<file path="config.mk">
export PLATFORM = sky130hd
export DESIGN_NAME = prirv32_idu
export DESIGN_NICKNAME = d
export VERILOG_FILES = /design/src/rtl/prirv32_idu.sv
export SDC_FILE = /design/constraint.sdc
export NUM_CORES = 1
export LEC_CHECK = 0
export CORE_MARGIN = 1.5
export CORE_UTILIZATION = 39
export DETAILED_ROUTE_END_ITERATION = 8
export MAX_ROUTING_LAYER = met4
export PLACE_DENSITY = 0.76
export SLEW_MARGIN = 10
export SYNTH_ARGS = -nofsm -noshare
export SYNTH_HDL_FRONTEND = slang
export SYNTH_SLANG_ARGS = --single-unit
</file>
<file path="constraint.sdc">
create_clock -name clk_i -period 6.2 [get_ports clk_i]
set_input_delay 1.24 -clock clk_i [delete_from_list [all_inputs] [get_ports clk_i]]
set_output_delay 1.24 -clock clk_i [all_outputs]
set_load 0.1 [all_outputs]
</file>
<file path="src/rtl/prirv32_idu.sv">
`default_nettype none
// ============================================================================
// prirv32_idu : RV32I+Zicsr decode stage with a valid/ready pipeline register
// Revision    : 1.0
// ============================================================================
module prirv32_idu #(
  parameter logic [31:0] RESET_PC   = 32'h0000_0000,
  parameter bit          ILLEGAL_EN = 1'b1
) (
  input  logic        clk_i,
  input  logic        rst_i,
  input  logic        flush_i,
  input  logic        in_valid_i,
  output logic        in_ready_o,
  input  logic [31:0] instr_i,
  input  logic [31:0] pc_i,
  output logic [4:0]  rs1_addr_o,
  output logic [4:0]  rs2_addr_o,
  input  logic [31:0] rs1_data_i,
  input  logic [31:0] rs2_data_i,
  output logic        out_valid_o,
  input  logic        out_ready_i,
  output logic [46:0] instrset_o,
  output logic [31:0] imm_decoded_o,
  output logic [31:0] rs1_decoded_o,
  output logic [31:0] rs2_decoded_o,
  output logic [4:0]  rd_o,
  output logic [11:0] csr_addr_o,
  output logic [31:0] pc_latched_o,
  output logic        illegal_o
);

  localparam logic [6:0] OPC_LUI    = 7'b0110111;
  localparam logic [6:0] OPC_AUIPC  = 7'b0010111;
  localparam logic [6:0] OPC_JAL    = 7'b1101111;
  localparam logic [6:0] OPC_JALR   = 7'b1100111;
  localparam logic [6:0] OPC_BRANCH = 7'b1100011;
  localparam logic [6:0] OPC_LOAD   = 7'b0000011;
  localparam logic [6:0] OPC_STORE  = 7'b0100011;
  localparam logic [6:0] OPC_OPIMM  = 7'b0010011;
  localparam logic [6:0] OPC_OP     = 7'b0110011;
  localparam logic [6:0] OPC_MISC   = 7'b0001111;
  localparam logic [6:0] OPC_SYSTEM = 7'b1110011;
  localparam logic [6:0] F7_ZERO    = 7'h00;
  localparam logic [6:0] F7_ALT     = 7'h20;
  localparam logic [31:0] ECALL_W   = 32'h0000_0073;
  localparam logic [31:0] EBREAK_W  = 32'h0010_0073;

  logic [6:0] opcode;
  logic [2:0] funct3;
  logic [6:0] funct7;
  assign opcode = instr_i[6:0];
  assign funct3 = instr_i[14:12];
  assign funct7 = instr_i[31:25];

  assign rs1_addr_o = instr_i[19:15];
  assign rs2_addr_o = instr_i[24:20];

  logic [31:0] imm_i, imm_s, imm_b, imm_u, imm_j, imm_sh, imm_zc;
  assign imm_i  = {{20{instr_i[31]}}, instr_i[31:20]};
  assign imm_s  = {{20{instr_i[31]}}, instr_i[31:25], instr_i[11:7]};
  assign imm_b  = {{19{instr_i[31]}}, instr_i[31], instr_i[7], instr_i[30:25], instr_i[11:8], 1'b0};
  assign imm_u  = {instr_i[31:12], 12'b0};
  assign imm_j  = {{11{instr_i[31]}}, instr_i[31], instr_i[19:12], instr_i[20], instr_i[30:21], 1'b0};
  assign imm_sh = {27'b0, instr_i[24:20]};
  assign imm_zc = {27'b0, instr_i[19:15]};

  logic [46:0] set_d;
  logic [31:0] imm_raw;
  logic        rd_en;
  logic        csr_en;

  always_comb begin
    set_d   = '0;
    imm_raw = '0;
    rd_en   = 1'b0;
    csr_en  = 1'b0;
    case (opcode)
      OPC_LUI:   begin set_d[46] = 1'b1; imm_raw = imm_u; rd_en = 1'b1; end
      OPC_AUIPC: begin set_d[45] = 1'b1; imm_raw = imm_u; rd_en = 1'b1; end
      OPC_JAL:   begin set_d[44] = 1'b1; imm_raw = imm_j; rd_en = 1'b1; end
      OPC_JALR: begin
        set_d[43] = (funct3 == 3'b000);
        imm_raw   = imm_i;
        rd_en     = 1'b1;
      end
      OPC_BRANCH: begin
        imm_raw = imm_b;
        case (funct3)
          3'b000:  set_d[42] = 1'b1;
          3'b001:  set_d[41] = 1'b1;
          3'b100:  set_d[40] = 1'b1;
          3'b101:  set_d[39] = 1'b1;
          3'b110:  set_d[38] = 1'b1;
          3'b111:  set_d[37] = 1'b1;
          default: ;
        endcase
      end
      OPC_LOAD: begin
        imm_raw = imm_i;
        rd_en   = 1'b1;
        case (funct3)
          3'b000:  set_d[36] = 1'b1;
          3'b001:  set_d[35] = 1'b1;
          3'b010:  set_d[34] = 1'b1;
          3'b100:  set_d[33] = 1'b1;
          3'b101:  set_d[32] = 1'b1;
          default: ;
        endcase
      end
      OPC_STORE: begin
        imm_raw = imm_s;
        case (funct3)
          3'b000:  set_d[31] = 1'b1;
          3'b001:  set_d[30] = 1'b1;
          3'b010:  set_d[29] = 1'b1;
          default: ;
        endcase
      end
      OPC_OPIMM: begin
        imm_raw = imm_i;
        rd_en   = 1'b1;
        case (funct3)
          3'b000: set_d[28] = 1'b1;
          3'b010: set_d[27] = 1'b1;
          3'b011: set_d[26] = 1'b1;
          3'b100: set_d[25] = 1'b1;
          3'b110: set_d[24] = 1'b1;
          3'b111: set_d[23] = 1'b1;
          3'b001: begin
            imm_raw   = imm_sh;
            set_d[22] = (funct7 == F7_ZERO);
          end
          default: begin
            imm_raw   = imm_sh;
            set_d[21] = (funct7 == F7_ZERO);
            set_d[20] = (funct7 == F7_ALT);
          end
        endcase
      end
      OPC_OP: begin
        rd_en = 1'b1;
        if (funct7 == F7_ZERO) begin
          case (funct3)
            3'b000:  set_d[19] = 1'b1;
            3'b001:  set_d[17] = 1'b1;
            3'b010:  set_d[16] = 1'b1;
            3'b011:  set_d[15] = 1'b1;
            3'b100:  set_d[14] = 1'b1;
            3'b101:  set_d[13] = 1'b1;
            3'b110:  set_d[11] = 1'b1;
            default: set_d[10] = 1'b1;
          endcase
        end else if (funct7 == F7_ALT) begin
          set_d[18] = (funct3 == 3'b000);
          set_d[12] = (funct3 == 3'b101);
        end
      end
      OPC_MISC: begin
        set_d[9] = (funct3 == 3'b000);
        set_d[8] = (funct3 == 3'b001);
      end
      OPC_SYSTEM: begin
        // ecall/ebreak are only recognised as whole words; csr ops by funct3 alone
        if (instr_i == ECALL_W) begin
          set_d[7] = 1'b1;
        end else if (instr_i == EBREAK_W) begin
          set_d[6] = 1'b1;
        end else begin
          case (funct3)
            3'b001: begin set_d[5] = 1'b1; rd_en = 1'b1; csr_en = 1'b1; end
            3'b010: begin set_d[4] = 1'b1; rd_en = 1'b1; csr_en = 1'b1; end
            3'b011: begin set_d[3] = 1'b1; rd_en = 1'b1; csr_en = 1'b1; end
            3'b101: begin set_d[2] = 1'b1; rd_en = 1'b1; csr_en = 1'b1; imm_raw = imm_zc; end
            3'b110: begin set_d[1] = 1'b1; rd_en = 1'b1; csr_en = 1'b1; imm_raw = imm_zc; end
            3'b111: begin set_d[0] = 1'b1; rd_en = 1'b1; csr_en = 1'b1; imm_raw = imm_zc; end
            default: ;
          endcase
        end
      end
      default: ;
    endcase
  end

  logic        legal;
  logic [31:0] imm_d;
  logic [4:0]  rd_d;
  logic [11:0] csr_d;
  logic        illegal_d;
  assign legal     = |set_d;
  assign imm_d     = legal ? imm_raw : 32'h0;
  assign rd_d      = (legal && rd_en) ? instr_i[11:7] : 5'd0;
  assign csr_d     = (legal && csr_en) ? instr_i[31:20] : 12'h000;
  assign illegal_d = ILLEGAL_EN && !legal;

  logic        out_valid_q;
  logic [46:0] set_q;
  logic [31:0] imm_q, rs1_q, rs2_q, pc_q;
  logic [4:0]  rd_q;
  logic [11:0] csr_q;
  logic        illegal_q;
  logic        capture;

  assign in_ready_o = !out_valid_q || out_ready_i;
  assign capture    = in_valid_i && in_ready_o && !flush_i;

  always_ff @(posedge clk_i or posedge rst_i) begin
    if (rst_i) begin
      out_valid_q <= 1'b0;
      set_q       <= '0;
      imm_q       <= '0;
      rs1_q       <= '0;
      rs2_q       <= '0;
      rd_q        <= '0;
      csr_q       <= '0;
      pc_q        <= RESET_PC;
      illegal_q   <= 1'b0;
    end else begin
      if (flush_i) begin
        out_valid_q <= 1'b0;
      end else if (capture) begin
        out_valid_q <= 1'b1;
      end else if (out_ready_i) begin
        out_valid_q <= 1'b0;
      end
      // payload only moves on capture so a stalled instruction never re-reads the regfile
      if (capture) begin
        set_q     <= set_d;
        imm_q     <= imm_d;
        rs1_q     <= rs1_data_i;
        rs2_q     <= rs2_data_i;
        rd_q      <= rd_d;
        csr_q     <= csr_d;
        pc_q      <= pc_i;
        illegal_q <= illegal_d;
      end
    end
  end

  assign out_valid_o   = out_valid_q;
  assign instrset_o    = set_q;
  assign imm_decoded_o = imm_q;
  assign rs1_decoded_o = rs1_q;
  assign rs2_decoded_o = rs2_q;
  assign rd_o          = rd_q;
  assign csr_addr_o    = csr_q;
  assign pc_latched_o  = pc_q;
  assign illegal_o     = illegal_q;

endmodule
`default_nettype wire

</file>
Word level (Yosys, flattened, before mapping). Cells that the tools add are included.

Reduce and logical (&&, ||, !) cells: 20. Mux-type cells: 49. Equality and inequality tests: 21.

Operator list (count): case mux 32 bit (7 select lines) (1); two-way mux 32 bit (2); OR reduction 47 bit (1); equality test 32 x 21 -> 1 bit, second input constant (1); equality test 32 x 7 -> 1 bit, second input constant (1); two-way mux 5 bit (6); equality test 7 x 6 -> 1 bit, second input constant (4); equality test 7 bit, second input constant (4); two-way mux 1 bit (28); OR reduction 7 bit (3); equality test 7 x 5 -> 1 bit, second input constant (2); equality test 3 bit, second input constant (4); two-way mux 12 bit (1); two-way mux 6 bit (2); OR reduction 6 bit (2); two-way mux 10 bit (1); two-way mux 9 bit (1); two-way mux 8 bit (1); equality test 7 x 2 -> 1 bit, second input constant (1); equality test 7 x 4 -> 1 bit, second input constant (1); logical NOT 7 bit (1); two-way mux 7 bit (1); equality test 3 x 2 -> 1 bit, second input constant (2); two-way mux 2 bit (3); 10 further kinds (16).

Bits of input ports: 133. Word-level logic and storage cells: 99. Flip-flop bits (word level): 194. Output and inout bits: 205.

Logic depth before layout (Yosys ltp). Gate-level depths: netlist (run 1).

Depth in word-level cells: 8. Gate-level depth with buffers: 10. Mapped depth without buffers: 8.

Worst setup path before layout (run 1). Ideal clock, no wire load.

Kind: in2reg. Start: in instr_i[14]. End: reg imm_q[5], in the netlist imm_decoded_o[5]. Data required time: 6077 ps. Library setup time: 123 ps. Slack: 2831 ps. Path buffers: 2. Stages on the path: 10. Data arrival time: 3246 ps. Cell sequence: clkbuf_1 -> inv_1 -> ha_1 -> or2_2 -> a21oi_1 -> nor3_1 -> o221ai_1 -> or3_2 -> buf_6 -> a32o_1.

Cells in the longest elaborated chain, start to end: 7. Elaborated cells between the ends (all ways): 47. Classes of those cells: eq/ne (9); mux (33); reduce/logical (5).

RTL lines: start, declared (line 15) `input logic [31:0] instr_i,`; equality test 3 bit, or another cell as far along; OR reduction 7 bit (no source line), or another cell as far along; two-way mux 1 bit / two-way mux 6 bit (equally long branches) (line 144, 167); two-way mux 2 bit / two-way mux 7 bit (equally long branches) (line 143, 165); two-way mux 10 bit / two-way mux 8 bit (equally long branches) (line 78) `case (opcode)`; OR reduction 47 bit (line 190) `assign legal = |set_d;`; two-way mux 32 bit * (line 191) `assign imm_d = legal ? imm_raw : 32'h0;`; end signal, assigned (line 229) `imm_q <= imm_d;`; end, declared (line 198) `logic [31:0] imm_q, rs1_q, rs2_q, pc_q;`.

Mark *: on every way between the ends. The rest lies on a longest branch, timed or not. A chain may end at the register's enable or synchronous reset.

Worst setup path after layout (run 1).
Start: in instr_i[20]. End: out rs2_addr_o[0].

RTL lines: end, declared (line 18) `output logic [4:0] rs2_addr_o,`.

No word-level cell between the ends.

==> flow_summary_export.csv, run 1 <==
group,metric,value,unit
logic_synthesis,post-synth-top-count-cell,"nand2_1",
cells_and_area,post-route-util,58.97,%
logic_synthesis,synth_area_leaders,"dfrtp_1 58%, nand2_1 17%, o21ai_0 4.4%",
clock_tree,cts_buffer_depth,2,
sta,maxSlewHeadroom,26.13,%
placed_design,dpl.hpwl,18760,um
logic_synthesis,synthArstFlopShare,100.0,%
cells_and_area,drive_gt1_share,4.170,%
sta,setup_violations,0,
logic_synthesis,ys_ff_latch,194,
clock_tree,postCtsResizedCells,0,
cells_and_area,fill_cells,1869,
cells_and_area,diodes,0,
sta,hold_viol,0,
floorplan,core-area,21090,um2
clock_tree,root_buffer,"clkbuf_16",
worst_setup_path,critical_path.max_stage_delay,1230,ps
grt,grt_overflow_total,0,
sta,finalMaxSlewViolations,0,
grt,grt_pass1_vias,7483,
clock_tree,clk_latency,430,ps
power,power_frac_seq,37.7,%
worst_setup_path,crit_chain,"clkdlybuf4s50_1 -> clkdlybuf4s50_1",
logic_synthesis,yosysWarnings,0,
logic_synthesis,syn-num-nets,1056,
power,swShare,40.50,%
worst_setup_path,critPathMaxFanout,7,
clock_tree,ctsHtreeMaxLevel,4,
sta,rsz0062_at_grt,"no",
power,vdd_drop_max,213.5,uV
sta,fin_setup_tns,0,ps
drt,drtPass1Iterations,5,
grt,antenna_found_initial,0,
drt,drt-total-wl,26940,um
sta,tightest_slew,1105,ps
drt,drc_errors,0,
power,p_leak,5.563,nW
power,power_frac_comb,33.2,%
power,clockPowerShare,29.1,%
sta,whs,472.6,ps
drt,routedWlPerCell,17.98,um
floorplan,floorplan.initialDensity,39.78,%
power,power.density,300.0,nW/um2
floorplan,chipHeight,149.7,um
logic_synthesis,synth_top_area_share,57.87,%
run_status,status,"complete, no violations",
power,p_switching,1.511,mW
clock_tree,postCtsSetupRepairBufs,0,
power,intPower,2.220,mW
worst_setup_path,end_kind,"primary output",
sta,fin_crit_sh,70.85,%
clock_tree,holdBufCountCts,0,
worst_setup_path,crit_buf_inv,2,
grt,grt_first_pass_wirelength,41530,um
drt,via_count,7648,
worst_setup_path,crit_family,"buffers and inverters",
logic_synthesis,netlist_instances,922,
cells_and_area,synthToLayoutAreaGrowth,48.22,%
logic_synthesis,synth_edf_count,0,
drt,viasPerCell,5.105,
floorplan,fp.dieW,149.7,um
flow_run,drv_cap,0,
worst_setup_path,crit_type,"in -> out",
clock_tree,cts_made_buffers,17,
clock_tree,clkTransAtPathRegs,70,ps
worst_setup_path,worst_ep_arrival_time,3150,ps
drt,antenna_left,0,
logic_synthesis,synth_common_cells,"375 x nand2_1, 194 x dfrtp_1, 73 x o21ai_0, 50 x clkbuf_1, 32 x nand3_1",
logic_synthesis,syn_area_per_cell,9.099,um2
floorplan,dieArea,22400,um2
logic_synthesis,ys_seq_area_share,57.87,%
floorplan,io_pins,338,
sta,fmax,0.2276,GHz
clock_tree,cts_tree,"done",
drt,drt-initial-drc-count,556,
grt,grtUsageTotal,24.90,%
floorplan,rows,53,
worst_setup_path,slowest_stage,"clkdlybuf4s50_1",
grt,grt_max_degree,200,
worst_setup_path,cp_common_cell,"clkdlybuf4s50_1",
worst_setup_path,crit_required,4960,ps
sta,skew,8.925,ps
clock_tree,clock-sinks,194,
logic_synthesis,synth_largest_area_cell,"dfrtp_1",
worst_setup_path,cp-start-kind,"input port",
cells_and_area,nets,1344,
placed_design,portBuffers,337,
logic_synthesis,netlist_area,8389,um2
placed_design,place.gp.congestion,0.8997,
sta,fin_crit,4393,ps
worst_hold_path,min_path_type,"reg -> reg",
logic_synthesis,synth_ff_type,"dfrtp_1",
logic_synthesis,yosysUniqueCellTypes,60,
==> layout make-up <==
class                      instances  area (um2)  area share, %
tap                              275       344.1          2.767
multi-input combinational        649        3202          25.75
sequential                       194        4855          39.04
clock inverter                    12       121.4         0.9761
inverter                           5       22.52         0.1811
clock buffer                      20       446.7          3.592
timing repair buffer             343        3443          27.69
==> registers in the layout, summed over array words and instances, names as in the netlist <==
signal	cells
imm_decoded_o	32
rs1_decoded_o	32
illegal_o	1
pc_latched_o	32
rs2_decoded_o	32
rd_o	5
out_valid_o	1
instrset_o	47
csr_addr_o	12
==> metrics by stage <==
stage | setup slack [ps] | power (mW) | std cells | cell area [um2]
after CTS | 1819 | 3.759 | 1498 | 12430
after global placement | 1713 | 2.659 | 1466 | 11870
after floorplan | 2456 | 2.318 | 922 | 8393
after global routing | 1769 | 3.869 | 1498 | 12430
after detailed placement | 1619 | 2.670 | 1466 | 11870
final | 1807 | 3.731 | 1498 | 12430
==> path summary, 6_finish.rpt <==
kind | start | slack, ps | cells after the start | endpoint
min | pc_latched_o[25]$_DFFE_PP0P_ | 470 | 2 | pc_latched_o[25]$_DFFE_PP0P_
min reg2reg | pc_latched_o[25]$_DFFE_PP0P_ | 470 | 2 | pc_latched_o[25]$_DFFE_PP0P_
max | instr_i[20] | 1810 | 2 | rs2_addr_o[0]
max reg2reg | out_valid_o$_DFFE_PP0P_ | 3760 | 6 | csr_addr_o[6]$_DFFE_PP0P_
max in group asynchronous | rst_i | 3520 | 3 | imm_decoded_o[6]$_DFFE_PP0P_
min in group asynchronous | rst_i | 1340 | 2 | rs2_decoded_o[5]$_DFFE_PP0P_
==> cell families after synthesis <==
kind of cell,share of synthesized area (%)
compound gates,12.50
xor+xnor,0.2088
fa+ha+maj,0.1491
buf+inv,4.236
flops,57.87
mux,0.2386
simple gates,24.80
==> metal layers <==
layer	part of all wire [%]	global-route usage, %	vias up
met5	0	-	-
met4	1.8	6.863	0
met3	7.5	6.189	32
met2	48	38.87	323
met1	43	32.35	3642
li1	-	-	3651
==> power groups by stage <==
stage / logic [mW] / clock network (mW) / registers (mW)
after floorplan: 0.202 / 0 / 2.12
after global placement: 1.23 / 0 / 1.43
after detailed placement: 1.24 / 0 / 1.43
after CTS: 1.24 / 1.11 / 1.41
after global routing: 1.28 / 1.17 / 1.42
final: 1.24 / 1.09 / 1.41
==> cell usage in the layout (no fill, tap or decap), types with 3 or more instances in the layout <==
cell type / n
a21o_1: 8
a21oi_1: 12
a222oi_1: 4
a22o_1: 9
a32o_1: 21
and3_1: 4
and3b_1: 3
buf_4: 4
clkbuf_16: 17
clkdlybuf4s50_1: 337
clkinvlp_4: 4
dfrtp_1: 194
inv_1: 4
inv_6: 4
nand2_1: 375
nand2b_1: 9
nand3_1: 32
nand4_1: 5
nand4b_1: 3
nor2_1: 19
nor2b_1: 8
nor3_1: 10
nor4_1: 3
o21ai_0: 73
o31ai_1: 6
Note: power is estimated with default switching activity, not from simulation.
==> inputs of run 2 (changes only) <==
clock period = 3.9 ns   (was 6.2 ns; I/O delays follow)
==> run 2 against run 1 <==
Via count is 1.9% higher. Routed wire length down 0.30%. Global-route usage decreased by 0.40 points. First-iteration DRC count up 6.7%. Power rose by 58%. Worst hold slack lost 0.63 ps. Worst setup slack got worse by 1200 ps. Cell count grew 1.5%. Final area grew 1.3%. Clock skew grew 0.70 ps. Largest cell class unchanged.
==> flow_summary_export.csv, run 2 (same netlist as run 1, synthesis figures left out) <==
group,metric,value,unit
worst_hold_path,whs_path_depth,2,
power,vdd_drop_max,287.9,uV
sta,setup_violations,0,
sta,fin_crit,3335,ps
worst_setup_path,end_kind,"flip-flop",
clock_tree,clkTransAtPathRegs,70,ps
cells_and_area,drive_gt1_share,6.827,%
worst_setup_path,crit_type,"in -> reg",
worst_setup_path,worst_ep_arrival_time,3690,ps
floorplan,core-area,21090,um2
drt,antenna_left,0,
cells_and_area,final_common_cell,"nand2_1",
worst_setup_path,slowest_stage,"or4_4",
grt,grt_first_pass_wirelength,41080,um
sta,maxSlewHeadroom,26.62,%
worst_setup_path,crit_required,4260,ps
cells_and_area,nets,1366,
floorplan,rows,53,
cells_and_area,largest_register_ffs,47,
worst_hold_path,whs_endpoint,"pc_latched_o[5]$_DFFE_PP0P_",
clock_tree,root_buffer,"clkbuf_16",
clock_tree,ctsHtreeMaxLevel,4,
sta,fin_setup_tns,0,ps
worst_setup_path,crit_family,"simple AND/OR/NAND/NOR gates",
sta,tightest_slew,1097,ps
grt,grt_pass1_vias,7487,
worst_setup_path,worst_r2r_endpoint,"rs2_decoded_o[7]$_DFFE_PP0P_",
power,totalPowerFinal,5.901,mW
power,p_leak,5.684,nW
clock_tree,cts_tree,"done",
floorplan,floorplan.initialDensity,39.78,%
worst_hold_path,hp-start,"pc_latched_o[5]$_DFFE_PP0P_",
worst_setup_path,critPathMaxFanout,22,
worst_setup_path,crit_chain,"clkdlybuf4s50_1 -> or4_4 -> or4_4 -> a2111o_1 -> o21ai_2 -> or3_2 -> a32o_1",
cells_and_area,diodes,0,
sta,finalMaxSlewViolations,0,
drt,routedWlPerCell,17.67,um
drt,viasPerCell,5.126,
drt,drtPass1Iterations,5,
floorplan,chipHeight,149.7,um
drt,drc_errors,0,
clock_tree,clk_latency,430,ps
run_status,status,"complete, no violations",
cells_and_area,synthToLayoutAreaGrowth,50.08,%
worst_setup_path,critical_path.max_stage_delay,590,ps
grt,antenna_found_initial,0,
floorplan,io_pins,338,
floorplan,fp.dieW,149.7,um
sta,skew,9.624,ps
clock_tree,postCtsSetupRepairBufs,0,
clock_tree,cts_made_buffers,17,
worst_setup_path,cp-start-kind,"input port",
grt,grt_overflow_total,0,
drt,drt-total-wl,26850,um
sta,fmax,0.2999,GHz
sta,hold_viol,0,
worst_setup_path,reg2reg_depth,6,
drt,via_count,7792,
sta,rsz0062_at_grt,"no",
clock_tree,clock-sinks,194,
grt,grtUsageTotal,24.50,%
cells_and_area,layout_common_cells,"375 x nand2_1, 326 x clkdlybuf4s50_1, 194 x dfrtp_1, 73 x o21ai_0, 35 x buf_4",
power,power.density,468.7,nW/um2
worst_setup_path,cp.depth,7,
floorplan,dieArea,22400,um2
worst_setup_path,crit_buf_inv,1,
placed_design,portBuffers,337,
drt,drt-initial-drc-count,593,
placed_design,dpl.hpwl,19430,um
worst_setup_path,cp_common_cell,"or4_4",
worst_setup_path,r2r_slack,1770,ps
clock_tree,cts_buffer_depth,2,
clock_tree,postCtsResizedCells,0,
grt,grt_max_degree,138,
worst_setup_path,rr_startpoint,"out_valid_o$_DFFE_PP0P_",
flow_run,drv_cap,0,
clock_tree,holdBufCountCts,0,
worst_hold_path,min_path_type,"reg -> reg",
placed_design,place.gp.congestion,0.9432,
sta,fin_crit_sh,85.51,%
[run 2: worst reg2reg max path: cells and delay by family (launching register included)]
family                 cells  cell delay, ps
buffers and inverters      2             750
DFF                        1             370
and+or+nand+nor            4             950
[run 2: worst max path at each step]
stage | end | startpoint | slack (ps)
global route | imm_decoded_o[1]$_DFFE_PP0P_ | instr_i[5] | 430
global placement | illegal_o$_DFFE_PP0P_ | instr_i[25] | 210
detailed placement | illegal_o$_DFFE_PP0P_ | instr_i[25] | 140
finish | imm_decoded_o[21]$_DFFE_PP0P_ | instr_i[25] | 570
floorplan | csr_addr_o[0]$_DFFE_PP0P_ | rst_i | 620
CTS | illegal_o$_DFFE_PP0P_ | instr_i[25] | 600
[run 2: layout make-up]
class | instances | area, um2
repair buffers | 365 | 3606
multi-input cells | 649 | 3202
fillers | 1806 | 8497
clock buffers | 19 | 442.9
well taps | 275 | 344.1
inverters | 5 | 22.52
flip-flops and latches | 194 | 4855
clock inverters | 13 | 118.9
[run 2: per-stage QoR]
| stage | util (%) | cell area, um2 | setup slack [ps] | std cells | hold WS (ps) |
|---|---|---|---|---|---|
| 5_1_grt | 59.71 | 12590 | 430.6 | 1520 | 496.8 |
| 3_5_place_dp | 57.04 | 12030 | 138.0 | 1488 | 461.0 |
| 3_3_place_gp | 57.04 | 12030 | 206.7 | 1488 | 454.7 |
| 4_1_cts | 59.71 | 12590 | 603.4 | 1520 | 478.4 |
| 2_1_floorplan | - | 8393 | 615.6 | 922 | 846.4 |
| 6_report | 59.71 | 12590 | 565.1 | 1520 | 472.0 |
[run 2: routing by layer]
metal | track usage, % | vias to the layer above | part of all wire [%]
met1 | 31.81 | 3719 | 42
met5 | - | - | 0
met2 | 37.56 | 338 | 48
li1 | - | 3695 | -
met3 | 6.555 | 40 | 8.1
met4 | 7.451 | 0 | 2.0
[run 2: where the power goes]
part           internal, mW  total (mW)  switching, mW
clock network         0.858        1.68          0.822
logic                 0.470        1.98           1.51
registers              2.16        2.24         0.0786
total                  3.49        5.90           2.41
==> inputs of run 3 (changes only) <==
CORE_MARGIN = 2   (was 1.5)
HOLD_SLACK_MARGIN = 0.08   (was not set)
==> run 3 against run 2 <==
Global-route usage up 0.20 points. Fmax up 1.4%. Register-to-register slack improved by 100 ps. Core utilization about the same. Power rose by 0.20%. Cell count shrank 0.13%. Clock skew is 1.7 ps lower. First-iteration DRC count decreased by 7.1%. Largest power group unchanged.
==> flow_summary_export.csv, run 3 (same netlist as run 1, synthesis figures left out) <==
group,metric,value,unit
run_status,status,"complete, no violations",
cells_and_area,largest_register_ffs,47,
drt,drt-total-wl,27270,um
sta,fin_crit_sh,84.33,%
worst_setup_path,critPathMaxFanout,22,
floorplan,io_pins,338,
cells_and_area,final_common_cell,"nand2_1",
placed_design,dpl.hpwl,19360,um
power,intPower,3.486,mW
sta,maxSlewHeadroom,27.01,%
grt,antenna_found_initial,0,
floorplan,fp.dieW,150.7,um
sta,setup_ws,611.2,ps
drt,drt-initial-drc-count,551,
grt,grt_max_degree,109,
clock_tree,root_buffer,"clkbuf_16",
floorplan,dieArea,22700,um2
drt,highest_layer,"met4",
drt,wl_met3,2344,um
sta,hold_viol,0,
sta,whs,466.2,ps
worst_hold_path,hp-start,"instrset_o[43]$_DFFE_PP0P_",
clock_tree,clk_latency,430,ps
drt,drt-met1-wl,11410,um
flow_run,drv_cap,0,
clock_tree,cts_made_buffers,17,
power,power_frac_comb,33.6,%
sta,skew,7.899,ps
power,vdd_drop_max,306.6,uV
cells_and_area,nets,1365,
worst_setup_path,crit_required,4260,ps
clock_tree,postCtsSetupRepairBufs,0,
clock_tree,holdBufCountCts,0,
worst_setup_path,cp-startpoint,"instr_i[26]",
drt,dr_wl_met2,12940,um
clock_tree,postCtsResizedCells,0,
worst_setup_path,crit_type,"in -> reg",
drt,via_count,7925,
drt,routedWlPerCell,17.96,um
worst_setup_path,worst_ep_arrival_time,3650,ps
power,clockPowerShare,28.6,%
drt,drtPass1Iterations,5,
placed_design,dp.cells,1487,
drt,antenna_left,0,
worst_setup_path,rr_startpoint,"out_valid_o$_DFFE_PP0P_",
placed_design,portBuffers,337,
power,swShare,41.05,%
power,power.density,469.5,nW/um2
power,p_leak,5.689,nW
cells_and_area,final_cells,1518,
cells_and_area,drive_gt1_share,6.758,%
clock_tree,cts_tree,"done",
grt,grtUsageTotal,24.71,%
drt,viasPerCell,5.221,
clock_tree,ctsHtreeMaxLevel,4,
worst_hold_path,min_path_type,"reg -> reg",
worst_setup_path,end_kind,"flip-flop",
floorplan,chipHeight,150.7,um
cells_and_area,diodes,0,
drt,drc_errors,0,
power,p_switching,2.427,mW
floorplan,floorplan.initialDensity,39.78,%
cells_and_area,fill_cells,1808,
sta,fmax,0.3041,GHz
cells_and_area,synthToLayoutAreaGrowth,50.13,%
floorplan,core-area,21090,um2
sta,finalMaxSlewViolations,0,
sta,fin_crit,3289,ps
worst_setup_path,cp-start-kind,"input port",
grt,grt_first_pass_wirelength,42150,um
clock_tree,clkTransAtPathRegs,70,ps
grt,grt_overflow_total,0,
placed_design,place.gp.congestion,0.9335,
cells_and_area,layout_common_cells,"375 x nand2_1, 326 x clkdlybuf4s50_1, 194 x dfrtp_1, 73 x o21ai_0, 33 x buf_4",
sta,rsz0062_at_grt,"no",
sta,setup_violations,0,
sta,tightest_slew,1091,ps
grt,grt_pass1_vias,7591,
placed_design,dp_slack,185.5,ps
floorplan,rows,53,
power,power_frac_seq,37.8,%
clock_tree,cts_buffer_depth,2,
clock_tree,clock-sinks,194,
sta,fin_setup_tns,0,ps
-- run 3: cell types whose count changed in the layout (fill, tap and decap cells not counted), sizes merged --
cell,change
inv,+1
clkinvlp,-2
clkbuf,-1
clkinv,+1
buf,-1
-- run 3: path summary, 6_finish.rpt --
kind | slack [ps] | cells after the start | endpoint
worst min-delay path | 470 | 2 | instrset_o[43]$_DFFE_PP0P_
max in group asynchronous | 2560 | 3 | rd_o[1]$_DFFE_PP0P_
worst min register to register | 470 | 2 | instrset_o[43]$_DFFE_PP0P_
worst max register to register | 1870 | 6 | instrset_o[20]$_DFFE_PP0P_
min in group asynchronous | 870 | 3 | pc_latched_o[26]$_DFFE_PP0P_
worst max-delay path | 610 | 7 | imm_decoded_o[9]$_DFFE_PP0P_
-- run 3: final cells by class --
type	instances	area [um2]	share of cell area [%]
clock buffers	18	439.2	3.487
clock inverters	13	121.4	0.9636
inverters	5	22.52	0.1788
multi-input cells	649	3202	25.42
flip-flops and latches	194	4855	38.55
well taps	275	344.1	2.732
repair buffers	364	3611	28.67
-- run 3: through the flow --
stage	util (%)	area, um2	power, mW
5_1_grt	59.72	12590	6.134
3_3_place_gp	57.07	12030	4.242
4_1_cts	59.72	12590	5.957
2_1_floorplan	-	8393	3.685
6_report	59.72	12590	5.913
3_5_place_dp	57.07	12030	4.260
-- run 3: critical path: stages --
cell             delay [ps]
clkdlybuf4s50_1         480
or4_4                   570
or4_4                   460
a2111o_1                450
o21ai_2                 210
or3_2                   450
a32o_1                  240
-- run 3: power by group through the flow --
stage | registers [mW] | clock network [mW] | logic, mW
final | 2.23 | 1.69 | 1.99
after CTS | 2.23 | 1.73 | 1.99
after detailed placement | 2.27 | 0 | 1.99
after floorplan | 3.36 | 0 | 0.321
after global routing | 2.25 | 1.81 | 2.07
after global placement | 2.27 | 0 | 1.98
-- run 3: per-layer routing --
layer  vias up  global-route usage (%)
met4         0                   6.822
met5         -                       -
li1       3689                       -
met2       395                   37.82
met3        43                   6.303
met1      3798                   32.82
